==> config.mk <==
export PLATFORM = sky130hd
export DESIGN_NAME = incubator_plant_flat
export DESIGN_NICKNAME = d
export VERILOG_FILES = /design/src/rtl/incubator_plant_if.sv /design/src/rtl/incubator_plant.sv /design/src/flat_wrapper.sv
export SDC_FILE = /design/constraint.sdc
export NUM_CORES = 1
export LEC_CHECK = 0
export BUFFER_PORTS_ARGS = -buffer_cell sky130_fd_sc_hd__clkbuf_2
export CAP_MARGIN = 30
export CORE_ASPECT_RATIO = 1.25
export CORE_MARGIN = 4
export CORE_UTILIZATION = 29
export CTS_CLUSTER_SIZE = 10
export DETAILED_ROUTE_END_ITERATION = 7
export PLACE_DENSITY = 0.49
export REMOVE_ABC_BUFFERS = 1
export SYNTH_ARGS = -nofsm -noshare
export SYNTH_HDL_FRONTEND = slang
export SYNTH_SLANG_ARGS = --single-unit
export TNS_END_PERCENT = 5
==> constraint.sdc <==
create_clock -name clk -period 3.6 [get_ports clk]
set_clock_uncertainty 0.15 [all_clocks]
set_input_delay 0.18 -clock clk [delete_from_list [all_inputs] [get_ports clk]]
set_output_delay 0.18 -clock clk [all_outputs]
set_load 0.01 [all_outputs]
==> src/rtl/incubator_plant_if.sv <==
// Controller <-> plant bundle: actuator drives in, sensor feedback out.
interface incubator_plant_if;
    logic              heater;
    logic              cooler;
    logic [3:0]        CRS;
    logic signed [7:0] sensor;
    logic              sample;
    logic              fault;

    modport master (output heater, cooler, CRS, input sensor, sample, fault);
    modport slave  (input heater, cooler, CRS, output sensor, sample, fault);
endinterface

==> src/rtl/incubator_plant.sv <==
// Thermal plant model: ticked temperature update with heat/cool/drift and sticky fault.
// Optional sensor noise LFSR enabled by defining PLANT_NOISE_EN.
module incubator_plant #(
    parameter logic signed [7:0] T_INIT    = 8'sd25,
    parameter logic signed [7:0] T_AMB     = 8'sd25,
    parameter int unsigned       TICK_DIV  = 16,
    parameter int unsigned       HEAT_STEP = 2,
    parameter int unsigned       DRIFT_DIV = 4
) (
    input  logic clk,
    input  logic rstn,
    incubator_plant_if.slave bus
);
    localparam int CW = $clog2(TICK_DIV);
    localparam int DW = (DRIFT_DIV > 1) ? $clog2(DRIFT_DIV) : 1;
    localparam logic signed [9:0] HSTEP = 10'(HEAT_STEP);

    typedef enum logic [1:0] {DRIFT, HEAT, COOL, FAULT} state_t;

    state_t            state, state_n;
    logic [CW-1:0]     tcnt;
    logic [DW-1:0]     dcnt, dcnt_n;
    logic signed [7:0] temp, temp_n, sens_n, sensor_q;
    logic signed [9:0] t_ext, sum;
    logic              tick, sample_q, both;

    function automatic logic signed [7:0] sat8(input logic signed [9:0] v);
        if (v > 10'sd127)       return 8'sd127;
        else if (v < -10'sd128) return -8'sd128;
        else                    return v[7:0];
    endfunction

    assign tick  = (tcnt == CW'(TICK_DIV - 1));
    assign both  = bus.heater & bus.cooler;
    assign t_ext = 10'(temp);

    // Fault entry is immediate; every other transition waits for a tick.
    always_comb begin
        state_n = state;
        if (both)
            state_n = FAULT;
        else if (tick && state != FAULT) begin
            case ({bus.heater, bus.cooler})
                2'b10:   state_n = HEAT;
                2'b01:   state_n = COOL;
                default: state_n = DRIFT;
            endcase
        end
    end

    // Temperature step keys off state_n so the tick-cycle inputs act without lag.
    always_comb begin
        dcnt_n = dcnt;
        sum    = t_ext;
        if (tick) begin
            case (state_n)
                HEAT: begin
                    sum    = t_ext + HSTEP;
                    dcnt_n = '0;
                end
                COOL: begin
                    sum    = t_ext - 10'sd1 - $signed({8'b0, bus.CRS[3:2]});
                    dcnt_n = '0;
                end
                DRIFT: begin
                    if (dcnt == DW'(DRIFT_DIV - 1)) begin
                        dcnt_n = '0;
                        if (temp < T_AMB)      sum = t_ext + 10'sd1;
                        else if (temp > T_AMB) sum = t_ext - 10'sd1;
                    end else begin
                        dcnt_n = dcnt + DW'(1);
                    end
                end
                default: dcnt_n = '0;
            endcase
        end
        temp_n = sat8(sum);
    end

`ifdef PLANT_NOISE_EN
    logic [7:0]        lfsr, lfsr_n;
    logic signed [9:0] noise;

    always_comb begin
        lfsr_n = tick ? {lfsr[6:0], lfsr[7] ^ lfsr[5] ^ lfsr[4] ^ lfsr[3]} : lfsr;
        if (lfsr_n[0] & ~lfsr_n[1])      noise = 10'sd1;
        else if (lfsr_n[1] & ~lfsr_n[0]) noise = -10'sd1;
        else                             noise = 10'sd0;
        sens_n = sat8(10'(temp_n) + noise);
    end

    always_ff @(posedge clk or negedge rstn) begin
        if (!rstn) lfsr <= 8'hA5;
        else       lfsr <= lfsr_n;
    end
`else
    assign sens_n = temp_n;
`endif

    always_ff @(posedge clk or negedge rstn) begin
        if (!rstn) state <= DRIFT;
        else       state <= state_n;
    end

    always_ff @(posedge clk or negedge rstn) begin
        if (!rstn) begin
            tcnt     <= '0;
            dcnt     <= '0;
            temp     <= T_INIT;
            sensor_q <= T_INIT;
            sample_q <= 1'b0;
        end else begin
            tcnt     <= tick ? '0 : tcnt + CW'(1);
            dcnt     <= dcnt_n;
            temp     <= temp_n;
            sample_q <= tick;
            if (tick) sensor_q <= sens_n;
        end
    end

    assign bus.sensor = sensor_q;
    assign bus.sample = sample_q;
    assign bus.fault  = (state == FAULT);
endmodule

==> src/flat_wrapper.sv <==
// flat-port wrapper written by rule: the top's interface ports become plain ports
module incubator_plant_flat 
#(
    parameter logic signed [7:0] T_INIT    = 8'sd25,
    parameter logic signed [7:0] T_AMB     = 8'sd25,
    parameter int unsigned       TICK_DIV  = 16,
    parameter int unsigned       HEAT_STEP = 2,
    parameter int unsigned       DRIFT_DIV = 4
)
  (clk, rstn, bus_heater, bus_cooler, bus_CRS, bus_sensor, bus_sample, bus_fault);
  incubator_plant_if bus_i ();
  input  logic clk;
  input  logic rstn;
  input wire logic [$bits(bus_i.heater)-1:0] bus_heater;
  input wire logic [$bits(bus_i.cooler)-1:0] bus_cooler;
  input wire logic [$bits(bus_i.CRS)-1:0] bus_CRS;
  output wire logic [$bits(bus_i.sensor)-1:0] bus_sensor;
  output wire logic [$bits(bus_i.sample)-1:0] bus_sample;
  output wire logic [$bits(bus_i.fault)-1:0] bus_fault;
  assign bus_i.heater = bus_heater;
  assign bus_i.cooler = bus_cooler;
  assign bus_i.CRS = bus_CRS;
  assign bus_sensor = bus_i.sensor;
  assign bus_sample = bus_i.sample;
  assign bus_fault = bus_i.fault;
  incubator_plant #(.T_INIT(T_INIT), .T_AMB(T_AMB), .TICK_DIV(TICK_DIV), .HEAT_STEP(HEAT_STEP), .DRIFT_DIV(DRIFT_DIV)) u_core (.clk(clk), .rstn(rstn), .bus(bus_i));
endmodule
==> impl_metrics.toml <==
[routing]
drt-initial-drc-count = 160
dr.pass1.iters = 4
drc = 0
postRouteAntennaNets = 0
wl_per_cell_um = 16.9
wl_mm = 6.36
via_per_inst = 5.65
vias = 2126

[setup_path]
crit_buf_inv = 2
critPathTopFamily = "compound AO/OA/AOI/OAI gates"
critPathKind = "flip-flop to flip-flop"
critPathArrivalTime_ns = 3.33
crit_fanout = 8
cp-start-kind = "flip-flop"
slowest_stage = "dfstp_2"
crit_top_cell = "inv_1"
cpPeakStageDelay_ns = 0.56
crit_path_end_kind = "flip-flop"
worst-r2r-setup-slack_ns = 0.30
path_cells = "inv_1 > ha_1 > inv_1 > fa_1 > or4_1 > o21ai_0 > o211ai_1 > a22oi_4 > o221ai_1 > a31oi_1"
required_ns = 3.63

[clocking]
post_cts_buffers = 0
clk_path_buf_depth = 2
cts_num_sinks = 25
numCtsBuffers = 3
cts-root-buf = "clkbuf_8"
post_cts_resized = 0
clock_latency_ns = 0.27
cts_tree = "yes"
htreeDepth = 1
cts_hold_buffers = 1
clk_pin_slew_ns = 0.08

[floorplan]
rows = 35
die-area_um2 = 9280
dieWidth_um = 87.0
io_pins = 18
core_area_um2 = 7490
die_y_um = 107
initial_core_util_pct = 30.2

[finish]
num_antenna_cells = 0
drive_above_1_share_pct = 15.5
fillers = 808
nets = 303
area_growth_pct = 7.86

[sta]
tightest_slew_ns = 0.654
max_slew_margin_pct = 55.8
finalCriticalPeriod_ns = 3.30
fmax_mhz = 303
finalHoldViolations = 0
finalSetupTns_ns = 0
finalCritPeriodShare_pct = 91.6
slew_viol_final = 0
setup_viol = 0
rsz0062_at_grt = "no"

[logic_synthesis]
syn_area_per_cell_um2 = 8.10
synth_top_cell_by_area = "dfrtp_1"
syn_inst = 279
synth_area_leaders = "dfrtp_1 (21%), dfstp_2 (7.0%), ha_1 (5.0%), o21ai_0 (4.7%), a21oi_1 (4.0%)"
ys.flop_type = "dfrtp_1"
async_reset_ff_share_pct = 100
syn_area_um2 = 2260
synth.distinct_cells = 67
ys_ff_latch = 25
yosys.area.top_type_share_pct = 21.0
yosys_warnings = 0
ys_seq_area_share_pct = 28.0
synth-edff-count = 0

[place]
io_buffers = 15
dp_hpwl_mm = 4.87
gp_congestion = 0.819

[power_and_ir_drop]
powerDensity_nw_per_um2 = 629
p_total_mw = 1.53
pwr-share-seq_pct = 31.0
ir_drop_v = 0.000140
combPwrFrac_pct = 58.3
cellLeakagePower_nw = 1.02
internal-power_uw = 799
p_clk_share_pct = 10.7
swShare_pct = 47.9
p_sw_uw = 735

[grt]
antenna_found_initial = 0
grt_pass1_wl_mm = 10.4
grt_overflow = 0
grt_max_degree = 26
grt_util_all_layers_pct = 13.9
grt_pass1_vias = 2032

[status]
status = "complete, no violations"

[flow_run]
max_cap_viol_count = 0

[min_path]
hold_path_class = "input port to flip-flop"
## placed cells by master, fill, tap and decap left out, types with 4 or more instances in the layout
master,n
and3_1,5
inv_1,17
nand2_1,22
a22o_1,4
ha_1,9
nand3_1,4
a31oi_1,12
dfstp_2,6
a211oi_1,5
buf_4,5
o211ai_1,5
a21oi_1,18
o22ai_1,4
o21ai_0,21
clkbuf_2,15
o221ai_1,5
dfrtp_1,19
nor2_1,22
xnor2_1,4
nor3_1,9
## power by group through the flow
stage          registers [mW]  logic, mW  clock network, mW
6_report                0.476      0.894              0.164
5_1_grt                 0.492      0.987              0.182
4_1_cts                 0.475      0.897              0.174
3_5_place_dp            0.477      0.892                  0
3_3_place_gp            0.479      0.881                  0
2_1_floorplan           0.467      0.616                  0
## cell type report
cell class	count	area, um^2	share of cell area [%]
inverter	17	63.8	2.62
timing repair buffer	21	123	5.03
sequential	25	633	26.0
multi-input combinational	217	1460	59.8
tap	92	115	4.72
clock buffer	4	45.0	1.85
## through the flow
stage	hold slack, ns	setup slack, ns	util [%]	std cells	cell area [um^2]
global placement	0.0707	0.358	31.8	371	2380
floorplan	-0.266	0.588	-	259	2150
global route	0.219	0.0930	32.5	376	2440
detailed placement	0.0766	0.311	31.8	371	2380
CTS	0.196	0.286	32.5	376	2440
finish	0.204	0.303	32.5	376	2440
## routing by layer
| layer | GRT usage (%) | part of all wire (%) | vias to the layer above |
|---|---|---|---|
| li1 | - | - | 1060 |
| met2 | 23.6 | 50 | 58 |
| met3 | 1.08 | 4.2 | 9 |
| met5 | 0 | 0 | - |
| met4 | 5.68 | 2.0 | 0 |
| met1 | 17.9 | 43 | 999 |
## cell families (layout without fill, tap and decap cells)
kind of cell,count (synthesis),count (layout),share of synthesized area [%]
xor+xnor,6,6,2.33
compound gates,110,110,34.6
fa+ha+maj,11,11,6.31
flops,25,25,28.0
buf+inv,37,42,7.47
simple gates,88,88,20.3
mux,2,2,0.941
## registers in the layout, indices dropped and copies added, names as in the netlist
name	cells
u_core.bus.sensor	8
u_core.tcnt	4
u_core.state	2
u_core.dcnt	2
u_core.bus.sample	1
u_core.temp	8
## final timing paths
path	cells past startpoint	startpoint	endpoint
max in group asynchronous	2	rstn	u_core.temp[2]
max	10	u_core.temp[0]	u_core.bus.sensor[1]
min	2	bus_heater	u_core.state[0]
max reg2reg	10	u_core.temp[0]	u_core.bus.sensor[1]
min in group asynchronous	2	rstn	u_core.state[1]
min reg2reg	2	u_core.bus.sensor[4]	u_core.bus.sensor[4]
## worst reg2reg max path: stages, from the launching register on
cell	delay, ns
dfstp_2	0.56
inv_1	0.07
ha_1	0.31
inv_1	0.10
fa_1	0.44
or4_1	0.56
o21ai_0	0.19
o211ai_1	0.16
a22oi_4	0.33
o221ai_1	0.19
a31oi_1	0.19
## synthesized netlist by cell type (3+ instances only)
master / number
a21o_1: 3
nand3_1: 4
nand2_1: 22
nor2b_1: 3
a22o_1: 4
buf_2: 6
ha_1: 9
dfstp_2: 6
o21ai_0: 21
o211ai_1: 5
xnor2_1: 4
a211oi_1: 5
o22ai_1: 4
and3_1: 5
inv_1: 17
a22oi_1: 3
nor3_1: 9
or3_1: 3
a31oi_1: 12
nor2_1: 22
clkbuf_1: 11
a21oi_1: 18
buf_6: 3
o221ai_1: 5
dfrtp_1: 19
Note: power is estimated with default switching activity, not from simulation.
